**config.mk**
```make
export PLATFORM = sky130hd
export DESIGN_NAME = fifo_read_stream
export DESIGN_NICKNAME = d
export VERILOG_FILES = /design/src/rtl/fifo_stream_pkg.sv /design/src/rtl/stream_skid_buf.sv /design/src/rtl/fifo_read_stream.sv
export SDC_FILE = /design/constraint.sdc
export NUM_CORES = 1
export LEC_CHECK = 0
export CORE_AREA = 2 2 59 61
export CTS_CLUSTER_SIZE = 24
export DETAILED_ROUTE_END_ITERATION = 12
export DIE_AREA = 0 0 61 63
export GPL_TIMING_DRIVEN = 0
export PLACE_DENSITY = 0.67
export SYNTH_ARGS = -nofsm -noshare
export SYNTH_HDL_FRONTEND = slang
export SYNTH_SLANG_ARGS = --single-unit
```
**constraint.sdc**
```tcl
create_clock -name clk -period 2.9 [get_ports clk]
set_clock_uncertainty 0.05 [all_clocks]
set_input_delay 0.29 -clock clk [delete_from_list [all_inputs] [get_ports clk]]
set_output_delay 0.29 -clock clk [all_outputs]
set_load 0.01 [all_outputs]
```
**src/rtl/fifo_stream_pkg.sv**
```systemverilog
// Shared helpers for the FIFO read-stream engine: parameter legality and
// sizing of the occupancy count.
package fifo_stream_pkg;

  // RAM read latencies the credit scheme is built for.
  function automatic bit rd_latency_ok(input int unsigned lat);
    return (lat >= 1) && (lat <= 3);
  endfunction

  // Width of an occupancy count that must hold 0..depth inclusive;
  // callers build their occ_t typedef from this.
  function automatic int unsigned occ_bits(input int unsigned depth);
    return $clog2(depth + 1);
  endfunction

endpackage

```
**src/rtl/stream_skid_buf.sv**
```systemverilog
// Small circular output buffer: push at tail, pop from head, synchronous
// flush, occupancy count. Head word is presented combinationally.
module stream_skid_buf
  import fifo_stream_pkg::*;
#(
  parameter  int DATA_WIDTH = 8,
  parameter  int BUF_DEPTH  = 3,
  localparam int OCC_W      = occ_bits(BUF_DEPTH),
  localparam int PTR_W      = (BUF_DEPTH > 1) ? $clog2(BUF_DEPTH) : 1
) (
  input  logic                  clk,
  input  logic                  reset,
  input  logic                  flush,
  input  logic                  push,
  input  logic [DATA_WIDTH-1:0] push_data,
  input  logic                  pop_req,
  output logic                  head_valid,
  output logic [DATA_WIDTH-1:0] head_data,
  output logic [OCC_W-1:0]      occupancy
);

  logic [DATA_WIDTH-1:0] mem [BUF_DEPTH];
  logic [PTR_W-1:0]      head_ptr;
  logic [PTR_W-1:0]      tail_ptr;
  logic                  pop;
  logic                  do_push;

  // Pointers wrap modulo BUF_DEPTH, which need not be a power of two.
  function automatic logic [PTR_W-1:0] ptr_inc(input logic [PTR_W-1:0] p);
    return (p == PTR_W'(BUF_DEPTH - 1)) ? '0 : p + PTR_W'(1);
  endfunction

  assign head_valid = (occupancy != '0);
  assign pop        = pop_req & head_valid;
  assign do_push    = push & ~flush;
  assign head_data  = head_valid ? mem[head_ptr] : '0;

  // Pointer and occupancy bookkeeping; flush wins over push and pop.
  // NOTE: state registers use non-blocking (<=) so every flop samples pre-edge values.
  always_ff @(posedge clk or negedge reset) begin
    if (!reset) begin
      head_ptr  <= '0;
      tail_ptr  <= '0;
      occupancy <= '0;
    end else if (flush) begin
      head_ptr  <= '0;
      tail_ptr  <= '0;
      occupancy <= '0;
    end else begin
      if (do_push) tail_ptr <= ptr_inc(tail_ptr);
      if (pop)     head_ptr <= ptr_inc(head_ptr);
      case ({do_push, pop})
        2'b10:   occupancy <= occupancy + OCC_W'(1);
        2'b01:   occupancy <= occupancy - OCC_W'(1);
        default: ;
      endcase
    end
  end

  // Data storage written at the tail.
  // NOTE: storage has no reset; occupancy guards every read, so stale contents are never seen.
  always_ff @(posedge clk) begin
    if (do_push) mem[tail_ptr] <= push_data;
  end

  // The credit rule upstream guarantees a free slot for every returning word.
  a_no_overflow: assert property (@(posedge clk) disable iff (!reset)
    !(do_push && occupancy == OCC_W'(BUF_DEPTH)));

endmodule

```
**src/rtl/fifo_read_stream.sv**
```systemverilog
// Read-side engine for a FIFO_Control + RAM pair: issues read strobes while
// buffer credit remains, tracks reads in flight through the RAM latency, and
// presents returned words as a valid/ready stream.
module fifo_read_stream
  import fifo_stream_pkg::*;
#(
  parameter  int DATA_WIDTH = 8,
  parameter  int RD_LATENCY = 2,
  localparam int BUF_DEPTH  = RD_LATENCY + 1,
  localparam int OCC_W      = occ_bits(BUF_DEPTH)
) (
  input  logic                  clk,
  input  logic                  reset,
  input  logic                  fifo_empty,
  output logic                  fifo_read,
  input  logic [DATA_WIDTH-1:0] fifo_rdata,
  input  logic                  flush,
  output logic                  m_valid,
  input  logic                  m_ready,
  output logic [DATA_WIDTH-1:0] m_data,
  output logic [OCC_W-1:0]      occupancy
);

  typedef logic [OCC_W-1:0] occ_t;

  localparam logic [OCC_W:0] DEPTH_LIMIT = (OCC_W + 1)'(BUF_DEPTH);

  if (!rd_latency_ok(RD_LATENCY)) begin : g_bad_latency
    $error("fifo_read_stream: RD_LATENCY must be in 1..3");
  end

  logic [RD_LATENCY-1:0] pipe;
  occ_t                  inflight;
  logic [OCC_W:0]        credit_used;
  logic                  push;

  // Count reads whose data has not yet come back from the RAM.
  // NOTE: combinational blocks use blocking (=) and assign every output first, so no latch is inferred.
  always_comb begin
    inflight = '0;
    for (int i = 0; i < RD_LATENCY; i++) begin
      inflight = inflight + occ_t'(pipe[i]);
    end
  end

  // Words already owned (buffered or in flight) against the buffer size;
  // m_ready is deliberately absent so there is no ready->read path.
  assign credit_used = {1'b0, occupancy} + {1'b0, inflight};
  assign fifo_read   = reset & ~fifo_empty & ~flush & (credit_used < DEPTH_LIMIT);

  // In-flight shift pipe: a bit enters with each strobe and leaves when its data lands.
  always_ff @(posedge clk or negedge reset) begin
    if (!reset) begin
      pipe <= '0;
    end else if (flush) begin
      pipe <= '0;
    end else begin
      pipe[0] <= fifo_read;
      for (int i = 1; i < RD_LATENCY; i++) begin
        pipe[i] <= pipe[i-1];
      end
    end
  end

  // RAM data is valid exactly while the pipe tail is set; flush discards it.
  assign push = pipe[RD_LATENCY-1] & ~flush;

  stream_skid_buf #(
    .DATA_WIDTH (DATA_WIDTH),
    .BUF_DEPTH  (BUF_DEPTH)
  ) u_buf (
    .clk        (clk),
    .reset      (reset),
    .flush      (flush),
    .push       (push),
    .push_data  (fifo_rdata),
    .pop_req    (m_ready),
    .head_valid (m_valid),
    .head_data  (m_data),
    .occupancy  (occupancy)
  );

endmodule
```
==> results of run 1 <==
==> cells by family after synthesis <==
| kind of cell | count (synthesis) |
|---|---|
| buffers and inverters | 5 |
| adders and majority gates | 2 |
| DFF | 32 |
| and+or+nand+nor | 27 |
| AOI/OAI and AO/OA | 11 |
| muxes | 17 |
==> layout make-up <==
class,instances,area (sq um),area share [%]
Timing Repair Buffer,24,240,13.8
Clock buffer,7,45.0,2.59
Tap cell,46,57.6,3.31
Sequential cell,32,922,53.1
Clock inverter,1,3.75,0.216
Buffer,4,26.3,1.51
Inverter,1,3.75,0.216
Multi-Input combinational cell,57,438,25.2
==> flip-flops by register name, indices dropped and copies added (netlist names) <==
signal,cells
pipe,2
u_buf.head_ptr,2
u_buf.mem,24
u_buf.occupancy,2
u_buf.tail_ptr,2
==> layer usage <==
layer	part of all wire [%]	up-vias
met5	0	-
met4	0.60	0
met3	4.3	2
met2	54	14
met1	41	417
li1	-	416
==> through the flow <==
| step | instances | total power, mW | cell area, sq um | utilization [%] |
|---|---|---|---|---|
| final | 172 | 0.776 | 1740 | 53.7 |
| after global placement | 163 | 0.555 | 1670 | 51.6 |
| after global routing | 172 | 0.812 | 1740 | 53.7 |
| after detailed placement | 163 | 0.556 | 1670 | 51.6 |
| after floorplan | 94 | 0.527 | 1380 | - |
| after CTS | 172 | 0.786 | 1720 | 53.3 |
==> worst register-to-register path: cells and delay by family, from the launching register on <==
kind	cells	cell delay (ns)
buffers and inverters	1	0.21
DFF	1	0.39
and+or+nand+nor	2	1.08
==> report_power, final <==
group	switching, mW	internal [mW]	total (mW)
logic	0.0204	0.0275	0.0479
registers	0.00260	0.496	0.499
clock network	0.136	0.0931	0.229
total	0.159	0.617	0.776
==> worst min path at each step <==
stage          slack (ns)  cells after the start                             end
2_1_floorplan       -0.06                      0               pipe[0]$_DFF_PN0_
3_3_place_gp         0.44                      2   u_buf.head_ptr[1]$_DFFE_PN0P_
3_5_place_dp         0.44                      2   u_buf.head_ptr[0]$_DFFE_PN0P_
4_1_cts              0.08                      2  u_buf.occupancy[0]$_DFFE_PN0P_
5_1_grt              0.08                      2  u_buf.occupancy[0]$_DFFE_PN0P_
6_report              0.1                      2  u_buf.occupancy[0]$_DFFE_PN0P_
==> cell usage in the layout (no fill, tap or decap), types with 2 or more instances in the layout <==
| master | synthesis | routed |
|---|---|---|
| a21oi_1 | 7 | 7 |
| buf_2 | 3 | 3 |
| clkbuf_1 | 0 | 2 |
| clkbuf_4 | 0 | 5 |
| clkdlybuf4s50_1 | 0 | 22 |
| dfrtp_1 | 8 | 7 |
| edfxtp_1 | 24 | 24 |
| mux2_2 | 8 | 8 |
| mux2i_1 | 9 | 9 |
| nand2_1 | 2 | 2 |
| nand2b_1 | 3 | 3 |
| nand3b_1 | 2 | 2 |
| nor2_1 | 11 | 11 |
| nor3b_2 | 0 | 2 |
==> repair_timing <==
action	in CTS	in global routing
endpoints found under the setup margin	1	1
gates resized for setup	1	1
hold endpoints to repair	0	0
buffers inserted	1	0
==> summary.md, run 1 <==
| Metric | Value |
|---|---|
| Final hold vios | 0 |
| Post-synthesis sequential area ratio | roughly two thirds |
| N_diodes | 0 |
| Share of cells above drive strength 1 | 17.5% |
| Pin count of the biggest net entering global routing | 11 |
| Leak | 0.611 nW |
| Flops & latches, synth | 32 |
| Outcome | complete, no violations |
| Reg clk slew, reported paths | 0.09 ns |
| PnR worst setup slack | 0.422 ns |
| Critical path origin | u_buf.occupancy[0]$_DFFE_PN0P_ |
| GP Congestion | 0.730 |
| Reg2Reg Depth | 3 |
| Post-Syn Nets | around 110 |
| IO buf count | 23 |
| EDFF count, synth | 24 |
| Reg2reg end | u_buf.mem[0][4]$_DFFE_PP_ |
| Routed WL | 2.50 mm |
| Die width | just over 60 um |
| H-tree Lvls | 2 |
| First-pass iteration count of the detailed router | 2 |
| Met3 usage | a little under 6% |
| RSZ-0062 raised after global routing | no |
| Setup TNS | 0 ns |
| Top area cells in the synthesized netlist | edfxtp_1, dfrtp_1, mux2i_1 |
| # clock sinks | 32 |
| CP max stage delay | 0.58 ns |
| Slew HR | a little under a fifth |
| # setup viols final | 0 |
| Slowest CP cell | nor2_1 |
| Most used routing layer | met2 |
| First-pass GRT wire length | around 4.0 mm |
| Critical path depth | 4 |
| Cell chosen for the clock root | clkbuf_4 |
| CTS Buf Count | 5 |
| Syn avg cell area | 14.7 sq um |
| Synthesized-area fraction occupied by and/or/nand/nor cells | 11.1% |
| XOR/XNOR Fraction of Synth Area | 0% |
| DRC viols | 0 |
| Syn-to-layout area delta | 26.0% |
| Worst path arrival time | 2.14 ns |
| Critical path cell sequence | buf_4 -> nor2_1 -> nor2_1 -> clkdlybuf4s50_1 |
| Crit end category | output pin |
| Layout fillers | 288 |
| DP HPWL | 1.59 mm |
| Yosys warning total | 0 |
| M2 GR Usage | 25.7% |
| Worst setup SP type | flop |
| Post-synth top area cell | edfxtp_1 |
| WP buf/inv | 2 |
| Maxcap violations | 0 |
| Setup CP Type | reg2out |
| R2R setup slack | 0.77 ns |
| Io pins | 25 |
| Initial antenna violation count | 0 |
| Synthesized area | between 1000 and 1500 sq um |
| DR WL/cell | 14.5 um |
| Initial drt markers | 11 |
| Maximum vdd drop | 0.212 mV |
| Cell Rows | 21 |
| TritonCTS clock tree | yes |
| CP max FO | 9 |
| Worst Hold Class | in2reg |
| Predominant post-synthesis flop cell | edfxtp_1 |
| Die height | 63 um |
| Core Box Area | about 3200 sq um |
| Asr flop ratio synth | 25.0% |
| Minimum clock period | approximately 2.5 ns |
| Synth Area in Adders | 2.36% |
| R2r startpoint | pipe[1]$_DFF_PN0_ |
| Met1 Use GR | 16.7% |
| Via count | ~850 |
| Grt ovf | 0 |
| Final ANT Viol Nets | 0 |
| Worst setup path endpoint | m_data[7] |
| Mux contribution to synthesized area | 13.1% |
| Top Family by Delay on Critical Path | simple AND/OR/NAND/NOR gates |
| Hold_ws | 0.0951 ns |
| Synth Area in Compound Gates | 4.54% |
| Clock Latency Late Sink | 0.32 ns |
| FMAX | 404 MHz |
| Worst Tran Pin Value | 1.22 ns |
| Dpl ws | 0.311 ns |
| Clock Path Buffers | 2 |
| Yosys cell types | 26 |
| Area share of the largest cell type after synthesis | 52.3% |
| Syn Inst Count | 94 |
| Hold_buf cts | 0 |
| Post-synth top cells | edfxtp_1, nor2_1, mux2i_1 |
| Vias in the first global route | 896 |
| Fin nets | 140 |
| Largest family of logic cells by synthesized area | multiplexers |
| CP required | 2.56 ns |
| Critical Path Most Common Cell | nor2_1 |
| Total track usage | 15.2% |
| Vias per cell | ~4.9 |
| Count leader, synth | edfxtp_1 |
| Die area | approximately 3800 sq um |
| Final slew viol count | 0 |
| Period utilisation layout | 85.4% |
| Initial Utilization | between 40% and 50% |
| Worst hold start | flush |
| PwrDens | 447 nW/um^2 |
No activity file was read; power rests on OpenSTA's default activity.
==> run 2: changes to the inputs <==
CAP_MARGIN = 20   (was unset)
CORE_AREA = 4 4 61 63   (was 2 2 59 61)
DIE_AREA = 0 0 65 67   (was 0 0 61 63)
==> run 2 against run 1 <==
Sequential power barely moved; global-route usage fell by 2.0 points; sequential share of layout area about the same; hold slack about the same; critical path type unchanged; critical endpoint is now fifo_read; largest cell class unchanged; largest power group unchanged.
==> summary.md, run 2 (synthesis gave the netlist of run 1 again) <==
| Metric | Value |
|---|---|
| Maxcap violations | 0 (unchanged) |
| Share of cells above drive strength 1 | 18.8% (+1.3 points) |
| Grt ovf | 0 (unchanged) |
| Io pins | 25 (unchanged) |
| Period utilisation layout | 91.9% (+6.5 points) |
| Final hold vios | 0 (unchanged) |
| Post-CTS Setup Bufs | 0 (-1) |
| # setup viols final | 0 (unchanged) |
| Leak | 0.615 nW (+0.63%) |
| Worst Tran Pin Value | 0.654 ns (-0.563 ns) |
| Final slew viol count | 0 (unchanged) |
| Sequential Area | 922 sq um (unchanged) |
| # clock sinks | 32 (unchanged) |
| Setup TNS | 0 ns (unchanged) |
| DR WL/cell | 14.0 um (-3.4%) |
| Clock Latency Late Sink | 0.32 ns (about the same) |
| Max FFs per register | 24 (unchanged) |
| CTS Buf Count | 5 (unchanged) |
| Worst Hold Class | in2reg |
| IO buf count | 23 (unchanged) |
| Initial antenna violation count | 0 (unchanged) |
| Syn-to-layout area delta | 25.9% (about the same) |
| RSZ-0062 raised after global routing | no |
| GP Congestion | 0.651 (-11%) |
| Via count | 846 (-0.35%) |
| Final ANT Viol Nets | 0 (unchanged) |
| Initial drt markers | 12 (+1) |
| DRC viols | 0 (unchanged) |
| Most common cell after layout, fill and taps aside | edfxtp_1 |
| Commonest cells after routing, fill and taps aside | edfxtp_1, clkdlybuf4s50_1, nor2_1 |
| Fin nets | 142 (+1.4%) |
| Outcome | complete, no violations |
| Initial Utilization | 42.7% (unchanged) |
| First-pass iteration count of the detailed router | 6 (+4) |
| Reg clk slew, reported paths | 0.10 ns (about the same) |
| Cell chosen for the clock root | clkbuf_4 |
| Vias per cell | 4.86 (-1.5%) |
| CP required | 2.56 ns (about the same) |
| Total track usage | 13.2% (-2.0 points) |
| First-pass GRT wire length | 4.24 mm (+5.7%) |
| FMAX | 375 MHz (-7.0%) |
| CP max FO | 9 (unchanged) |
| Worst setup SP type | flop |
| H-tree Lvls | 2 (unchanged) |
| DP HPWL | 1.77 mm (+11%) |
| Die width | 65 um (+6.6%) |
| Reg with most FFs | u_buf.mem |
| N_diodes | 0 (unchanged) |
| Layout fillers | 285 (-1.0%) |
| TritonCTS clock tree | yes |
| Routed WL | 2.44 mm (-2.3%) |
| Slew HR | 56.3% (+38 points) |
| CP max stage delay | 0.48 ns (-0.10 ns) |
| Critical path cell sequence | fa_1 -> ha_1 -> or4b_4 -> a21oi_1 -> dlygate4sd2_1 |
| Crit end category | output pin |
| Die height | 67 um (+6.3%) |
| Fin util | 53.7% (about the same) |
| Setup CP Type | reg2out |
| Cell Rows | 21 (unchanged) |
| Pin count of the biggest net entering global routing | 11 (unchanged) |
| Minimum clock period | 2.66 ns (+0.187 ns) |
| Clock Path Buffers | 2 (unchanged) |
| Area of the multi-input gates | 428 sq um (-2.3%) |
| PwrDens | 447 nW/um^2 (about the same) |
| Maximum vdd drop | 0.239 mV (+13%) |
| Slowest CP cell | dfrtp_2 |
| Worst path arrival time | 2.32 ns (+0.18 ns) |
| Vias in the first global route | 937 (+4.6%) |
| Die area | 4360 sq um (+13%) |
| Core Box Area | 3230 sq um (unchanged) |
[run 2: area by class of cell]
type                       instances  share of cell area [%]
buffer                             4                    1.51
clock buffer                       5                    2.16
clock inverter                     3                   0.793
inverter                           1                   0.216
multi-input combinational         57                    24.7
sequential                        32                    53.1
tap                               46                    3.32
timing repair buffer              26                    14.2
[run 2: worst paths after layout]
kind	from	end	slack, ns	cells after the start
min in group asynchronous	reset	u_buf.tail_ptr[0]$_DFFE_PN0P_	0.19	1
setup reg to reg	pipe[1]$_DFF_PN0_	u_buf.mem[2][7]$_DFFE_PP_	1.03	4
hold / removal	flush	u_buf.occupancy[0]$_DFFE_PN0P_	0.1	2
max in group asynchronous	reset	u_buf.occupancy[0]$_DFFE_PN0P_	2.32	1
hold reg to reg	pipe[0]$_DFF_PN0_	pipe[1]$_DFF_PN0_	0.49	1
setup / recovery	u_buf.occupancy[0]$_DFFE_PN0P_	fifo_read	0.24	5
[run 2: metal layers]
layer,GRT usage [%],wire length (um)
met5,0,0
met4,3.96,16
met3,5.06,113
met2,23.8,1340
met1,14.2,974
[run 2: through the flow]
stage | hold slack, ns | cell area (sq um) | cells | worst slack [ns] | total power [mW]
after floorplan | -0.0556 | 1380 | 94 | 0.785 | 0.527
final | 0.0951 | 1740 | 174 | 0.235 | 0.775
after CTS | 0.0862 | 1740 | 174 | 0.218 | 0.785
after detailed placement | 0.441 | 1680 | 166 | 0.269 | 0.557
after global placement | 0.439 | 1670 | 163 | 0.341 | 0.554
after global routing | 0.0763 | 1740 | 174 | 0.0989 | 0.814
[run 2: worst max-delay path, delay by kind of cell (launching register included)]
kind / cells / cell delay [ns]
AOI/OAI and AO/OA: 1 / 0.12
adders and majority gates: 2 / 0.64
buffers and inverters: 1 / 0.28
DFF: 1 / 0.48
and+or+nand+nor: 1 / 0.48
[run 2: power breakdown]
part           switching (mW)  internal, mW
Combinational          0.0193        0.0272
Sequential            0.00285         0.496
Clock                   0.141        0.0888
[run 2: timing repair]
action | CTS | global route
setup endpoints to repair | 1 | 0
gates resized for setup | 2 | 0
hold buffers | 0 | 0
==> run 3: changes to the inputs <==
CAP_MARGIN = 15   (was 20)
SLEW_MARGIN = 20   (was unset)
clock period = 3.3 ns   (was 2.9 ns; I/O delays follow)
==> run 3 against run 2 <==
Sequential cell count stayed put; register-to-register slack better by 0.40 ns; first-iteration DRC count is 42% higher; via count is 1.8% lower; largest cell class unchanged; largest power group unchanged.
==> summary.md, run 3 (synthesis gave the netlist of run 1 again) <==
| Metric | Value |
|---|---|
| First-pass GRT wire length | 4.22 mm (-0.66%) |
| Initial antenna violation count | 0 (unchanged) |
| Worst Hold End | u_buf.tail_ptr[1]$_DFFE_PN0P_ |
| Leak | 0.601 nW (-2.3%) |
| Via count | 831 (-1.8%) |
| Vias per cell | 4.86 (about the same) |
| DRC viols | 0 (unchanged) |
| Grt ovf | 0 (unchanged) |
| Max FFs per register | 24 (unchanged) |
| Hold_buf cts | 0 (unchanged) |
| Outcome | complete, no violations |
| Maxcap violations | 0 (unchanged) |
| Maximum vdd drop | 0.240 mV (+0.15%) |
| Fin nets | 139 (-2.1%) |
| Hold path depth | 2 (unchanged) |
| TritonCTS clock tree | yes |
| Share of cells above drive strength 1 | 18.4% (-0.35 points) |
| Worst setup SP type | flop |
| Initial Utilization | 42.7% (unchanged) |
| Final slew viol count | 0 (unchanged) |
| Worst Hold Class | in2reg |
| Clock Path Buffers | 2 (unchanged) |
| # setup viols final | 0 (unchanged) |
| Post-CTS Setup Bufs | 0 (unchanged) |
| Die area | 4360 sq um (unchanged) |
| RSZ-0062 raised after global routing | no |
| Critical path cell sequence | fa_1 -> ha_1 -> or4b_4 -> a21oi_1 -> clkdlybuf4s50_1 |
| Pin count of the biggest net entering global routing | 11 (unchanged) |
| GP Congestion | 0.651 (unchanged) |
| Reg clk slew, reported paths | 0.09 ns (about the same) |
| Reg2reg end | pipe[0]$_DFF_PN0_ |
| Routed WL | 2.47 mm (+1.4%) |
| First-pass iteration count of the detailed router | 4 (-2) |
| Initial drt markers | 17 (+5) |
| CP max stage delay | 0.55 ns (+0.07 ns) |
| CTS Buf Count | 5 (unchanged) |
| DR WL/cell | 14.5 um (+3.2%) |
| Setup TNS | 0 ns (unchanged) |
| Die width | 65 um (unchanged) |
| DP HPWL | 1.75 mm (-0.96%) |
| Clock Latency Late Sink | 0.32 ns (about the same) |
| CP max FO | 9 (unchanged) |
| Hold_ws | 0.141 ns (+0.0462 ns) |
| Io pins | 25 (unchanged) |
| Crit end category | output pin |
| # clock sinks | 32 (unchanged) |
| Post_cts resized | 0 (-2) |
| Worst Tran Pin Value | 0.759 ns (+0.105 ns) |
| PwrDens | 395 nW/um^2 (-12%) |
| IO buf count | 23 (unchanged) |
| Minimum clock period | between 2 and 3 ns |
| Die height | 67 um (unchanged) |
| FMAX | 334 MHz |
| Cell Rows | 21 (unchanged) |
| Worst hold start | flush |
| Final ANT Viol Nets | 0 (unchanged) |
| R2r startpoint | u_buf.occupancy[0]$_DFFE_PN0P_ |
| Most common cell after layout, fill and taps aside | edfxtp_1 |
| N_diodes | 0 (unchanged) |
| Total track usage | 13.2% (-0.014 points) |
| Cell chosen for the clock root | clkbuf_4 |
| Setup CP Type | reg2out |
| Reg2Reg Depth | 4 (unchanged) |
| Final hold vios | 0 (unchanged) |
| Reg with most FFs | u_buf.mem |
| Commonest cells after routing, fill and taps aside | edfxtp_1, clkdlybuf4s50_1, nor2_1 |
| H-tree Lvls | 2 (unchanged) |
| Slew HR | 49.2% (-7.1 points) |
| Period utilisation layout | roughly nine tenths |
| Worst path arrival time | 2.62 ns (+0.30 ns) |
| CP required | 2.92 ns (+0.36 ns) |
| Core Box Area | 3230 sq um (unchanged) |
| R2R setup slack | 1.43 ns (+0.40 ns) |
| Syn-to-layout area delta | 25.7% |
| Slowest CP cell | clkdlybuf4s50_1 |
| Vias in the first global route | 942 (+0.53%) |
-- run 3: cell types whose count changed in the layout (fill, tap and decap cells not counted), sizes merged --
cell,delta
dlygate4sd2,-1
buf,-3
clkdlybuf4s50,+1
-- run 3: how the worst max path moves through the flow --
stage	startpoint	endpoint	slack, ns	cells after the start
floorplan	u_buf.occupancy[0]$_DFFE_PN0P_	fifo_read	1.14	4
global placement	reset	fifo_read	0.68	4
detailed placement	u_buf.occupancy[0]$_DFFE_PN0P_	fifo_read	0.63	5
CTS	u_buf.occupancy[0]$_DFFE_PN0P_	fifo_read	0.27	5
global route	u_buf.occupancy[0]$_DFFE_PN0P_	fifo_read	0.13	5
finish	u_buf.occupancy[0]$_DFFE_PN0P_	fifo_read	0.30	5
-- run 3: metrics by stage --
step	instance area [sq um]	instances	total power, mW	setup WS [ns]	utilization [%]
after global placement	1670	163	0.487	0.679	51.6
after global routing	1730	171	0.718	0.132	53.6
after floorplan	1380	94	0.463	1.14	-
final	1730	171	0.684	0.304	53.6
after detailed placement	1680	163	0.489	0.632	52.0
after CTS	1730	171	0.693	0.269	53.6
-- run 3: cell type report --
class | count | area (sq um)
plain buffers | 4 | 26.3
clock buffers | 5 | 37.5
clock inverters | 3 | 13.8
fillers | 279 | 1500
inverters | 1 | 3.75
multi-input cells | 57 | 443
flip-flops and latches | 32 | 921
well taps | 46 | 57.6
repair buffers | 23 | 230
-- run 3: power by group --
group	switching, mW	internal [mW]
clock	0.126	0.0780
combinational	0.0173	0.0241
sequential	0.00264	0.436
total	0.146	0.538
-- run 3: layer usage --
metal / track usage [%] / wire length (um) / up-vias / part of all wire, %
met4: 3.96 / 21 / 0 / 0.85
met2: 24.0 / 1360 / 15 / 55
met3: 4.89 / 122 / 2 / 4.9
li1: - / - / 410 / -
met1: 14.1 / 974 / 404 / 39
met5: 0 / 0 / - / 0
-- run 3: worst max-delay path, delay by kind of cell (launching register included) --
family	cells	cell delay (ns)
compound gates	1	0.13
fa+ha+maj	2	0.65
buf+inv	1	0.55
flops	1	0.48
simple gates	1	0.48
